<file path="src/rtl/idct_2d_ctrl.sv">
// Purpose : sequences one shared 1-D IDCT core through row pass, transpose, column pass, transpose.
// Latency : accept -> out_valid = 2*Lc + 3 cycles (Lc = core start-to-done latency).
// Backpr. : one block in flight; in_ready only in IDLE, out_valid/out_blk held until out_ready.
//
// Ports:
//   clk, reset             - rising-edge clock, asynchronous active-high reset
//   in_valid/in_ready      - coefficient block handshake, in_blk packed [r][c] at (r*N+c)*16
//   core_start/core_done   - one-cycle start pulse to the core, done may be a pulse or a level
//   core_x/core_y          - core input/output matrices, same packing as in_blk
//   out_valid/out_ready    - result handshake, out_blk same packing
//   busy, err_timeout      - non-IDLE indicator, sticky watchdog flag (cleared by next accept)
module idct_2d_ctrl #(
  parameter int N         = 4,
  parameter int BIT_DEPTH = 8,
  parameter int TIMEOUT   = 64
) (
  input  logic                clk,
  input  logic                reset,
  input  logic                in_valid,
  output logic                in_ready,
  input  logic [N*N*16-1:0]   in_blk,
  output logic                core_start,
  output logic [N*N*16-1:0]   core_x,
  input  logic [N*N*16-1:0]   core_y,
  input  logic                core_done,
  output logic                out_valid,
  input  logic                out_ready,
  output logic [N*N*16-1:0]   out_blk,
  output logic                busy,
  output logic                err_timeout
);

  // BIT_DEPTH only configures the attached core; it is folded in with weight
  // zero so the parameter is visibly consumed without affecting the counter.
  localparam int CW = $clog2(TIMEOUT + 1) + 0 * BIT_DEPTH;

  typedef enum logic [2:0] {
    IDLE   = 3'd0,
    START1 = 3'd1,
    WAIT1  = 3'd2,
    START2 = 3'd3,
    WAIT2  = 3'd4,
    OUT    = 3'd5
  } state_t;

  state_t          state;
  logic            done_q;
  logic [CW-1:0]   wd_cnt;
  logic            done_rise;

  // Edge detection lets a core that parks done high still be tracked: only
  // a fresh rising edge inside a WAIT state advances the sequence.
  assign done_rise = core_done & ~done_q;

  // Outputs are pure decodes of the state register, so they drop at once on
  // an asynchronous reset.
  assign in_ready   = (state == IDLE);
  assign core_start = (state == START1) || (state == START2);
  assign out_valid  = (state == OUT);
  assign busy       = (state != IDLE);

  always_ff @(posedge clk or posedge reset) begin
    if (reset) begin
      state       <= IDLE;
      done_q      <= 1'b0;
      wd_cnt      <= '0;
      core_x      <= '0;
      out_blk     <= '0;
      err_timeout <= 1'b0;
    end else begin
      done_q <= core_done;
      case (state)
        IDLE: begin
          if (in_valid) begin
            core_x      <= in_blk;
            err_timeout <= 1'b0;
            state       <= START1;
          end
        end

        START1: begin
          wd_cnt <= '0;
          state  <= WAIT1;
        end

        // A done_rise on the final allowed cycle beats the watchdog.
        WAIT1: begin
          if (done_rise) begin
            for (int r = 0; r < N; r++) begin
              for (int c = 0; c < N; c++) begin
                core_x[(r*N+c)*16 +: 16] <= core_y[(c*N+r)*16 +: 16];
              end
            end
            state <= START2;
          end else if (wd_cnt == CW'(TIMEOUT - 1)) begin
            err_timeout <= 1'b1;
            state       <= IDLE;
          end else begin
            wd_cnt <= wd_cnt + CW'(1);
          end
        end

        START2: begin
          wd_cnt <= '0;
          state  <= WAIT2;
        end

        WAIT2: begin
          if (done_rise) begin
            for (int r = 0; r < N; r++) begin
              for (int c = 0; c < N; c++) begin
                out_blk[(r*N+c)*16 +: 16] <= core_y[(c*N+r)*16 +: 16];
              end
            end
            state <= OUT;
          end else if (wd_cnt == CW'(TIMEOUT - 1)) begin
            err_timeout <= 1'b1;
            state       <= IDLE;
          end else begin
            wd_cnt <= wd_cnt + CW'(1);
          end
        end

        // No accept here even if in_valid is high: in_ready only rises once
        // the state is back in IDLE.
        OUT: begin
          if (out_ready) begin
            state <= IDLE;
          end
        end

        default: begin
          state <= IDLE;
        end
      endcase
    end
  end

endmodule

</file>
<file path="config.mk">
export PLATFORM = sky130hd
export DESIGN_NAME = idct_2d_ctrl
export DESIGN_NICKNAME = d
export VERILOG_FILES = /design/src/rtl/idct_2d_ctrl.sv
export SDC_FILE = /design/constraint.sdc
export NUM_CORES = 1
export LEC_CHECK = 0
export BUFFER_PORTS_ARGS = -buffer_cell sky130_fd_sc_hd__buf_2
export CORE_AREA = 2 2 406 408
export DETAILED_ROUTE_END_ITERATION = 6
export DIE_AREA = 0 0 408 410
export REMOVE_ABC_BUFFERS = 1
export SLEW_MARGIN = 20
export SYNTH_ARGS = -nofsm -noshare
export SYNTH_HDL_FRONTEND = slang
export SYNTH_SLANG_ARGS = --single-unit
</file>
<file path="constraint.sdc">
create_clock -name clk -period 20.9 [get_ports clk]
set_input_delay 0 -clock clk [delete_from_list [all_inputs] [get_ports clk]]
set_output_delay 0 -clock clk [all_outputs]
set_load 0.05 [all_outputs]
</file>
# Word level (Yosys, flattened, before mapping)
# Index checks and enable logic that the tools add are counted.
dict set report op_classes {
  addsub 1
  eq_ne 12
  muxes 16
  bitwise_logic 2
  reduce_logical 13
}
# cell count
set ops {}
lappend ops {{256-bit 2-to-1 mux} 2}
lappend ops {{256-bit one-hot mux with 2 select lines} 1}
lappend ops {{3-bit one-hot mux with 6 select lines} 1}
lappend ops {{3-bit 2-to-1 mux} 5}
lappend ops {{7-bit 2-to-1 mux} 2}
lappend ops {{7-bit one-hot mux with 2 select lines} 1}
lappend ops {{2-bit inequality test, second input constant} 4}
lappend ops {{7-bit by 1-bit adder with 7-bit output, second input constant} 1}
lappend ops {{7-bit by 6-bit == test with 1-bit output, second input constant} 1}
lappend ops {{3-bit by 2-bit == test with 1-bit output, second input constant} 2}
lappend ops {{3-bit == test, second input constant} 2}
lappend ops {{3-bit AND reduction} 2}
lappend ops {{2-bit nonzero test} 3}
lappend ops {{2-bit by 1-bit inequality test with 1-bit output, second input constant} 2}
lappend ops {{2-bit AND reduction} 2}
lappend ops {{4-bit AND reduction} 1}
lappend ops {{2-bit OR reduction} 2}
lappend ops {{3-bit by 1-bit == test with 1-bit output, second input constant} 1}
lappend ops {{3-bit zero test} 1}
lappend ops {{1-bit 2-to-1 mux} 3}
lappend ops {{3-bit nonzero test} 1}
lappend ops {{1-bit one-hot mux with 2 select lines} 1}
lappend ops {{1-bit AND} 1}
lappend ops {{1-bit logical OR} 1}
lappend ops {{1-bit NOT} 1}
dict set report totals {
  reg_bits 524
}

# Longest topological paths before layout
# Gate-level depths: netlist of run 1.
dict set report logic_depth {
  ltp_word 4
  mapped_depth 7
}

# Least setup slack after synthesis of run 1
# No wires, ideal clock.
dict set report synth_timing {
  path_kind {register -> register}
  startpoint {reg wd_cnt[0]}
  endpoint {reg err_timeout}
  setup_ns 0.080
  t_arrival_ns 1.518
  required_time_ns 20.820
  path_slack_ns 19.303
  stages_incl_launch_ff 6
  path_buffers 0
  synth_period_minus_slack_ns 1.597
  cell_sequence {dfrtp_1 > ha_1 > nand3_1 > or3_4 > a2111oi_2 > a2bb2oi_1}
}
dict set report synth_between {
  elab_chain_len 3
}
# item line
set synth_rtl {}
lappend synth_rtl {{from (decl)} 48} ;# logic [CW-1:0] wd_cnt;
lappend synth_rtl {{from (signal assigned)} 99} ;# wd_cnt <= wd_cnt + CW'(1);
lappend synth_rtl {{from (signal assigned)} 120} ;# wd_cnt <= wd_cnt + CW'(1);
lappend synth_rtl {{7-bit by 6-bit == test with 1-bit output} {95, 116}}
lappend synth_rtl {{2-bit by 1-bit inequality test with 1-bit output (no source line)} --}
lappend synth_rtl {{4-bit AND reduction (no source line)} --}
lappend synth_rtl {{to (signal assigned)} 76} ;# err_timeout <= 1'b0;
lappend synth_rtl {{to (signal assigned)} 96} ;# err_timeout <= 1'b1;
lappend synth_rtl {{to (signal assigned)} 117} ;# err_timeout <= 1'b1;
lappend synth_rtl {{to (decl)} 30} ;# output logic err_timeout
# Every way passes these cells.
# A chain may end at the register's enable or synchronous reset.

# Final worst setup path of run 1
dict set report layout_timing {
  startpoint {reg state[2]}
  endpoint {reg core_x[21]}
}
dict set report layout_between {
  elab_chain_len 3
  elab_cells_between_ends 7
}
# item line
set layout_rtl {}
lappend layout_rtl {{from (decl)} 46} ;# state_t state;
lappend layout_rtl {{from (signal assigned)} 64} ;# state <= IDLE;
lappend layout_rtl {{from (signal assigned)} 77} ;# state <= START1;
lappend layout_rtl {{from (signal assigned)} 83} ;# state <= WAIT1;
lappend layout_rtl {{3-bit by 2-bit == test with 1-bit output or 3-bit zero test (tied branches)} 72} ;# case (state)
lappend layout_rtl {{2-bit inequality test (no source line) or 2-bit nonzero test (tied branches)} --}
lappend layout_rtl {{3-bit AND reduction (no source line)} --}
lappend layout_rtl {{to (signal assigned)} 75} ;# core_x <= in_blk;
lappend layout_rtl {{to (signal, indexed assignment)} 91} ;# core_x[(r*N+c)*16 +: 16] <= core_y[(c*N+r)*16 +: 16];
lappend layout_rtl {{to (decl)} 23} ;# output logic [N*N*16-1:0] core_x,
# Parallel ways exist; a longest one is shown, timed or not.

==> impl_metrics.toml, run 1 <==
[outcome]
status = "complete, no violations"

[clock_network]
cts_buffer_depth = 3
cts_root_buffer = "clkbuf_16"
path_clk_slew_ns = 0.06
cts-resized-gates = 0
clock-sinks = 524
clk-insertion-delay-late_ns = 0.69
cts_made_buffers = 69
cts_tree = "built"
h-tree-depth = 3

[job]
max_cap_viol_count = 0

[layout]
num-fill-cells = 17500
drive_gt1_share_pct = 33.5
multi_input_area_um2 = 7940
final_cell_mix = "buf_2 (1033), dlygate4sd3_1 (641), nand2_1 (524), dfrtp_1 (524), nor2_1 (262)"
seqCellArea_um2 = 13100
fin_util_pct = 23.2
syn_to_final_growth_pct = 72.5
final_common_cell = "buf_2"
fin_nets = 4165

[pwr]
ir_drop_mv = 0.0955
comb_power_share_pct = 57.1
clkPwrFrac_pct = 17.5
fin_total_pwr_w = 0.00710
seq_power_share_pct = 25.4
power_leakage_nw = 17.7
swShare_pct = 54.2
intPower_w = 0.00325
p_switching_w = 0.00385
powerDensity_nw_per_um2 = 187

[sta]
tightest_slew_ns = 1.08
rsz0062_at_grt = "no"
min_period_ns = 5.44
slew_viol_final = 0
fmax_mhz = 184
setup_ws_ns = 15.46
hold_viol = 0
fin_tns_setup_ns = 0
finalCritPeriodShare_pct = 26.0
setup_violations = 0
fin_skew_ns = 0.0400
max_slew_margin_pct = 27.9

[synth]
yosys_register_bits = 524
avgSynthCellArea_um2 = 10.9
synth.cell_area_um2 = 22000
netlist_instances = 2023
yosys.cell_types.count = 42
yosysWarnings = 0
yosysSeqAreaShare_pct = 59.6

[critical_path]
r2r_slack_ns = 15.46
critPathKind = "reg2reg"
start_kind = "flop"
rr_worst_depth = 9
r2r_start = "state[2]$_DFFE_PP0P_"
crit_arrival_ns = 6.05
r2r_end = "core_x[21]$_DFFE_PP0P_"
cp_max_fo = 89
crit_path_end_kind = "flop"
worstPathRequired_ns = 21.51

[floorplan]
rows = 149
core_um2 = 163000
num_io_pins = 1034
fp.dieArea_um2 = 167000
initial_core_util_pct = 13.5
fp.dieW_um = 408
die_h_um = 410

[grt]
antenna_found_initial = 43
grt_max_degree = 191
grt_overflow = 0
grt_pass1_wl_um = 180000
grt.total_usage_pct = 15.2
grt_pass1_vias = 22800

[place]
dp_slack_ns = 16.13
portBuffers = 1033
place_hpwl_um = 102000
gp_congestion = 0.950

[min_path]
hold_class = "in2async"

[routing]
ant_nets = 0
via_per_inst = 3.88
routed_wl_um = 133000
drtIter0Drc = 1716
routedWlPerCell_um = 22.5
drc = 0
drt-pass1-iter-count = 5
via_count = 22900
-- state kept, by name (all words and copies together), names as in the netlist --
signal	cells
core_x	256
out_blk	256
wd_cnt	7
state	3
done_q	1
err_timeout	1
-- critical path: stages (launching register included) --
cell and delay [ns]:
dfrtp_1 0.56, nor2_1 0.34, a21boi_4 0.63, buf_4 0.67, buf_4 0.65, buf_4 0.60, buf_4 0.79, nor2_1 0.13
a31oi_1 0.22, dlygate4sd3_1 0.57
-- cells in the mapped netlist --
cell type  count  area [um^2]
a2111oi_2      1         15.0
o22a_1         1         8.76
mux2_1       200         2250
o21a_1         1         7.51
xnor2_1        1         8.76
nand3_4        1         17.5
a2bb2oi_1      1         8.76
or3_4          1         11.3
a22oi_1        1         7.51
clkbuf_4       3         22.5
mux2_2        27          304
nand3_1        3         15.0
nor3_1         1         5.00
dfrtp_1      524        13100
mux2i_1        4         40.0
or3b_1         1         8.76
nor2b_1        2         12.5
a31o_2         1         8.76
o21ai_0        3         15.0
clkbuf_1       7         26.3
a41o_1         1         10.0
and2_1         1         6.26
nand4_1        1         6.26
buf_2         89          445
buf_6         30          338
a21oi_1        3         15.0
a21boi_1       1         7.51
nand2_1      525         1970
inv_1          6         22.5
and4_1         1         8.76
nor2_2         2         12.5
nor2_1       262          983
nand2b_1       3         18.8
and3_1         2         12.5
nand3b_1       1         7.51
mux2_4        29          435
a41oi_2        1         16.3
ha_1           1         12.5
buf_4         17          128
nor4_1         1         6.26
a31oi_1      259         1620
o211ai_1       3         22.5
-- through the flow --
step | cells | area (um^2) | hold WS (ns)
4_1_cts | 5890 | 37900 | 0.00451
6_report | 5900 | 38000 | 0.0448
5_1_grt | 5893 | 38000 | 0.0531
2_1_floorplan | 1877 | 21100 | 0.0314
3_3_place_gp | 5123 | 29200 | 0.137
3_5_place_dp | 5124 | 29200 | 0.140
-- power by group through the flow --
stage	clock (W)	combinational, W	sequential, W
final	0.00124	0.00405	0.00180
after global routing	0.00132	0.00425	0.00185
after CTS	0.00129	0.00407	0.00179
after detailed placement	0	0.00375	0.00180
after global placement	0	0.00372	0.00179
after floorplan	0	0.00112	0.00344
-- what timing repair did --
action                                 4_1_cts  5_1_grt
setup buffers                                0        0
hold buffers                               641        0
endpoints found under the hold margin      626        0
-- kinds of logic (layout without fill, tap and decap cells) --
logic type / count (synthesis) / in the layout / synth area share [%]
xor gates and xnor gates: 1 / 1 / 0.0398
DFF: 524 / 524 / 59.6
muxes: 260 / 260 / 13.8
other: 0 / 10 / 0
buffers and inverters: 152 / 1830 / 4.46
adders and majority gates: 1 / 1 / 0.0568
and+or+nand+nor: 808 / 808 / 14.1
AOI/OAI and AO/OA: 277 / 277 / 8.01
-- worst max-delay path by stage --
stage                         start                     end  slack, ns  cells past startpoint
2_1_floorplan  state[2]$_DFFE_PP0P_   core_x[0]$_DFFE_PP0P_       1.93                      3
3_3_place_gp   state[2]$_DFFE_PP0P_  core_x[21]$_DFFE_PP0P_      15.66                      8
3_5_place_dp   state[2]$_DFFE_PP0P_  core_x[21]$_DFFE_PP0P_      16.13                      7
4_1_cts        state[2]$_DFFE_PP0P_  core_x[50]$_DFFE_PP0P_      15.60                      8
5_1_grt        state[2]$_DFFE_PP0P_  core_x[21]$_DFFE_PP0P_      15.01                      9
6_report       state[2]$_DFFE_PP0P_  core_x[21]$_DFFE_PP0P_      15.46                      9
-- layer usage --
layer | part of all wire (%) | GRT usage [%] | routed length, um
met1 | 40 | 18.2 | 52900
met2 | 44 | 23.5 | 58700
met4 | 5.5 | 7.61 | 7270
met3 | 10 | 6.12 | 13600
met5 | 0.15 | 0 | 201
-- layout make-up --
cell class                 count  share of cell area [%]
inverter                       6                  0.0791
antenna                       10                  0.0659
multi-input combinational   1347                    20.9
clock inverter                33                    1.04
tap                         2189                    7.21
timing repair buffer        1699                    31.1
clock buffer                  92                    5.06
sequential                   524                    34.5
Note: power is estimated with default switching activity, not from simulation.
==> run 2, diff against run 1 <==
--- a/config.mk
+++ b/config.mk
@@ -5,10 +5,11 @@
 export SDC_FILE = /design/constraint.sdc
 export NUM_CORES = 1
 export LEC_CHECK = 0
+export ABC_AREA = 1
 export BUFFER_PORTS_ARGS = -buffer_cell sky130_fd_sc_hd__buf_2
-export CORE_AREA = 2 2 406 408
+export CORE_AREA = 2 2 402 404
 export DETAILED_ROUTE_END_ITERATION = 6
-export DIE_AREA = 0 0 408 410
+export DIE_AREA = 0 0 404 406
 export REMOVE_ABC_BUFFERS = 1
 export SLEW_MARGIN = 20
 export SYNTH_ARGS = -nofsm -noshare
==> constraint.sdc (replaced) <==
create_clock -name clk -period 4.52 [get_ports clk]
set_input_delay 0 -clock clk [delete_from_list [all_inputs] [get_ports clk]]
set_output_delay 0 -clock clk [all_outputs]
set_load 0.05 [all_outputs]
==> impl_metrics.toml, run 2 <==
[outcome]
status = "complete, no violations"

[clock_network]
cts_root_buffer = "clkbuf_16"
clock-sinks = 524
cts_tree = "built"
h-tree-depth = 3
cts_buffer_depth = 3
cts-resized-gates = 0
path_clk_slew_ns = 0.06
post_cts_buffers = 0
clk-insertion-delay-late_ns = 0.64
cts_made_buffers = 69

[pwr]
seq_power_share_pct = 26.0
swShare_pct = 54.8
power_leakage_nw = 18.7
intPower_w = 0.0142
ir_drop_mv = 0.467
p_switching_w = 0.0172
clkPwrFrac_pct = 18.1
comb_power_share_pct = 55.9
powerDensity_nw_per_um2 = 828

[routing]
routed_wl_um = 135000
via_count = 24200
ant_nets = 0
routedWlPerCell_um = 21.8
drtIter0Drc = 2284
drc = 0
via_per_inst = 3.91
drt-pass1-iter-count = 6

[min_path]
min_from = "core_y[61]"
hold_depth = 3
hold_class = "in2reg"
hold_path_end = "out_blk[205]$_DFFE_PP0P_"

[layout]
reg_top3 = "core_x (256), out_blk (256), wd_cnt (7)"
fin_nets = 4560
num-fill-cells = 17100
final_cells = 6186
final_cell_mix = "buf_2 (1033), nand2_1 (689), dlygate4sd3_1 (612)"
fin_util_pct = 23.8
final_common_cell = "buf_2"
drive_gt1_share_pct = 32.0
syn_to_final_growth_pct = 71.1
fin_area_um2 = 38000

[synth]
netlist_instances = 2456
synth.cell_area_um2 = 22200
synth_top_area_share_pct = 59.0
yosys.cell_types.count = 29
yosysMostFrequentCell = "nand2_1"
synth_largest_area_cell = "dfrtp_1"
synth_area_leaders = "dfrtp_1 (59%), o21ai_0 (12%), nand2_1 (12%)"
yosysWarnings = 0
yosys_register_bits = 524
avgSynthCellArea_um2 = 9.05
async_reset_ff_share_pct = 100
yosysSeqAreaShare_pct = 59.0
ys.flop_type = "dfrtp_1"
synth_common_cells = "nand2_1 (689), o21ai_0 (544), dfrtp_1 (524), inv_1 (208), o21ai_1 (161)"
synth_edf_count = 0

[floorplan]
rows = 147
die_h_um = 406
core_um2 = 160000
fp.dieW_um = 404
initial_core_util_pct = 13.9
fp.dieArea_um2 = 164000
num_io_pins = 1034

[sta]
finalCritPeriodShare_pct = 66.7
hold_viol = 0
slew_viol_final = 0
min_period_ns = 3.02
tightest_slew_ns = 0.888
rsz0062_at_grt = "no"
fin_skew_ns = 0.0208
fmax_mhz = 332
max_slew_margin_pct = 40.4
setup_violations = 0
fin_tns_setup_ns = 0

[grt]
grt.total_usage_pct = 15.7
grt_overflow = 0
grt_pass1_wl_um = 183000
grt_pass1_vias = 23600
antenna_found_initial = 32
grt_max_degree = 161

[critical_path]
r2r_slack_ns = 1.50
critPathKind = "reg2reg"
worstPathRequired_ns = 5.03
r2r_end = "core_x[151]$_DFFE_PP0P_"
r2r_start = "state[2]$_DFFE_PP0P_"
rr_worst_depth = 7
crit_arrival_ns = 3.53
crit_path_end_kind = "flop"
startpoint = "state[2]$_DFFE_PP0P_"
start_kind = "flop"
cp_max_fo = 115

[place]
gp_congestion = 0.945
placedCellCount = 5445
place_hpwl_um = 104000
post_dp_cell_area_um2 = 29600
portBuffers = 1033

[job]
max_cap_viol_count = 0
[run 2: cells by family after synthesis]
kind of cell,Yosys count,synth area share (%)
AOI/OAI and AO/OA,716,16.2
muxes,61,3.09
xor gates and xnor gates,1,0.0394
and+or+nand+nor,779,14.1
DFF,524,59.0
buffers and inverters,374,7.43
adders and majority gates,1,0.0563
[run 2: repair_timing]
item / 4_1_cts / 5_1_grt
hold buffers: 612 / 0
hold endpoints to repair: 593 / 0
endpoints found under the setup margin: 0 / 0
[run 2: final cells by class]
type                    instances  area, um^2  area share [%]
diodes                          9        22.5          0.0593
inverters                     212         811            2.13
flip-flops and latches        524       13100            34.5
well taps                    2086        2610            6.87
multi-input cells            1558        7470            19.7
clock buffers                  91        1930            5.08
clock inverters                29         355           0.935
repair buffers               1677       11700            30.8
[run 2: how the worst max path moves through the flow]
stage	endpoint	slack, ns	cells past startpoint
finish	core_x[151]$_DFFE_PP0P_	1.50	7
floorplan	core_x[0]$_DFFE_PP0P_	-10.12	1
global placement	core_x[57]$_DFFE_PP0P_	2.23	6
detailed placement	core_x[19]$_DFFE_PP0P_	2.19	7
CTS	core_x[19]$_DFFE_PP0P_	1.66	8
global route	core_x[151]$_DFFE_PP0P_	1.38	7
[run 2: power groups by stage]
stage               Clock, W  Sequential, W  Combinational (W)
finish               0.00571        0.00817             0.0176
global route         0.00608        0.00840             0.0186
CTS                  0.00591        0.00812             0.0177
detailed placement         0        0.00816             0.0169
global placement           0        0.00811             0.0168
floorplan                  0         0.0155            0.00410
[run 2: routing by layer]
| layer | track usage [%] | routed length [um] | share of wire (%) | up-vias |
|---|---|---|---|---|
| met5 | 0 | 41 | 0.030 | - |
| met4 | 7.18 | 6560 | 4.9 | 6 |
| met3 | 4.50 | 10900 | 8.1 | 256 |
| met2 | 24.8 | 61300 | 45 | 1159 |
| met1 | 19.8 | 56200 | 42 | 11600 |
| li1 | - | - | - | 11100 |
[run 2: worst max-delay path: stages, from the launching register on]
cell           delay, ns
dfrtp_1             0.44
inv_2               0.16
nand3_4             0.17
inv_8               0.52
buf_12              0.42
o21ai_0             0.12
dlygate4sd3_1       0.57
o21ai_0             0.29
[run 2: through the flow]
stage	hold slack (ns)	worst slack, ns	power, W
after floorplan	0.0314	-10.12	0.0196
after global placement	0.124	2.23	0.0249
after detailed placement	0.135	2.19	0.0251
after CTS	0.0585	1.66	0.0317
after global routing	0.119	1.38	0.0331
final	0.141	1.50	0.0315
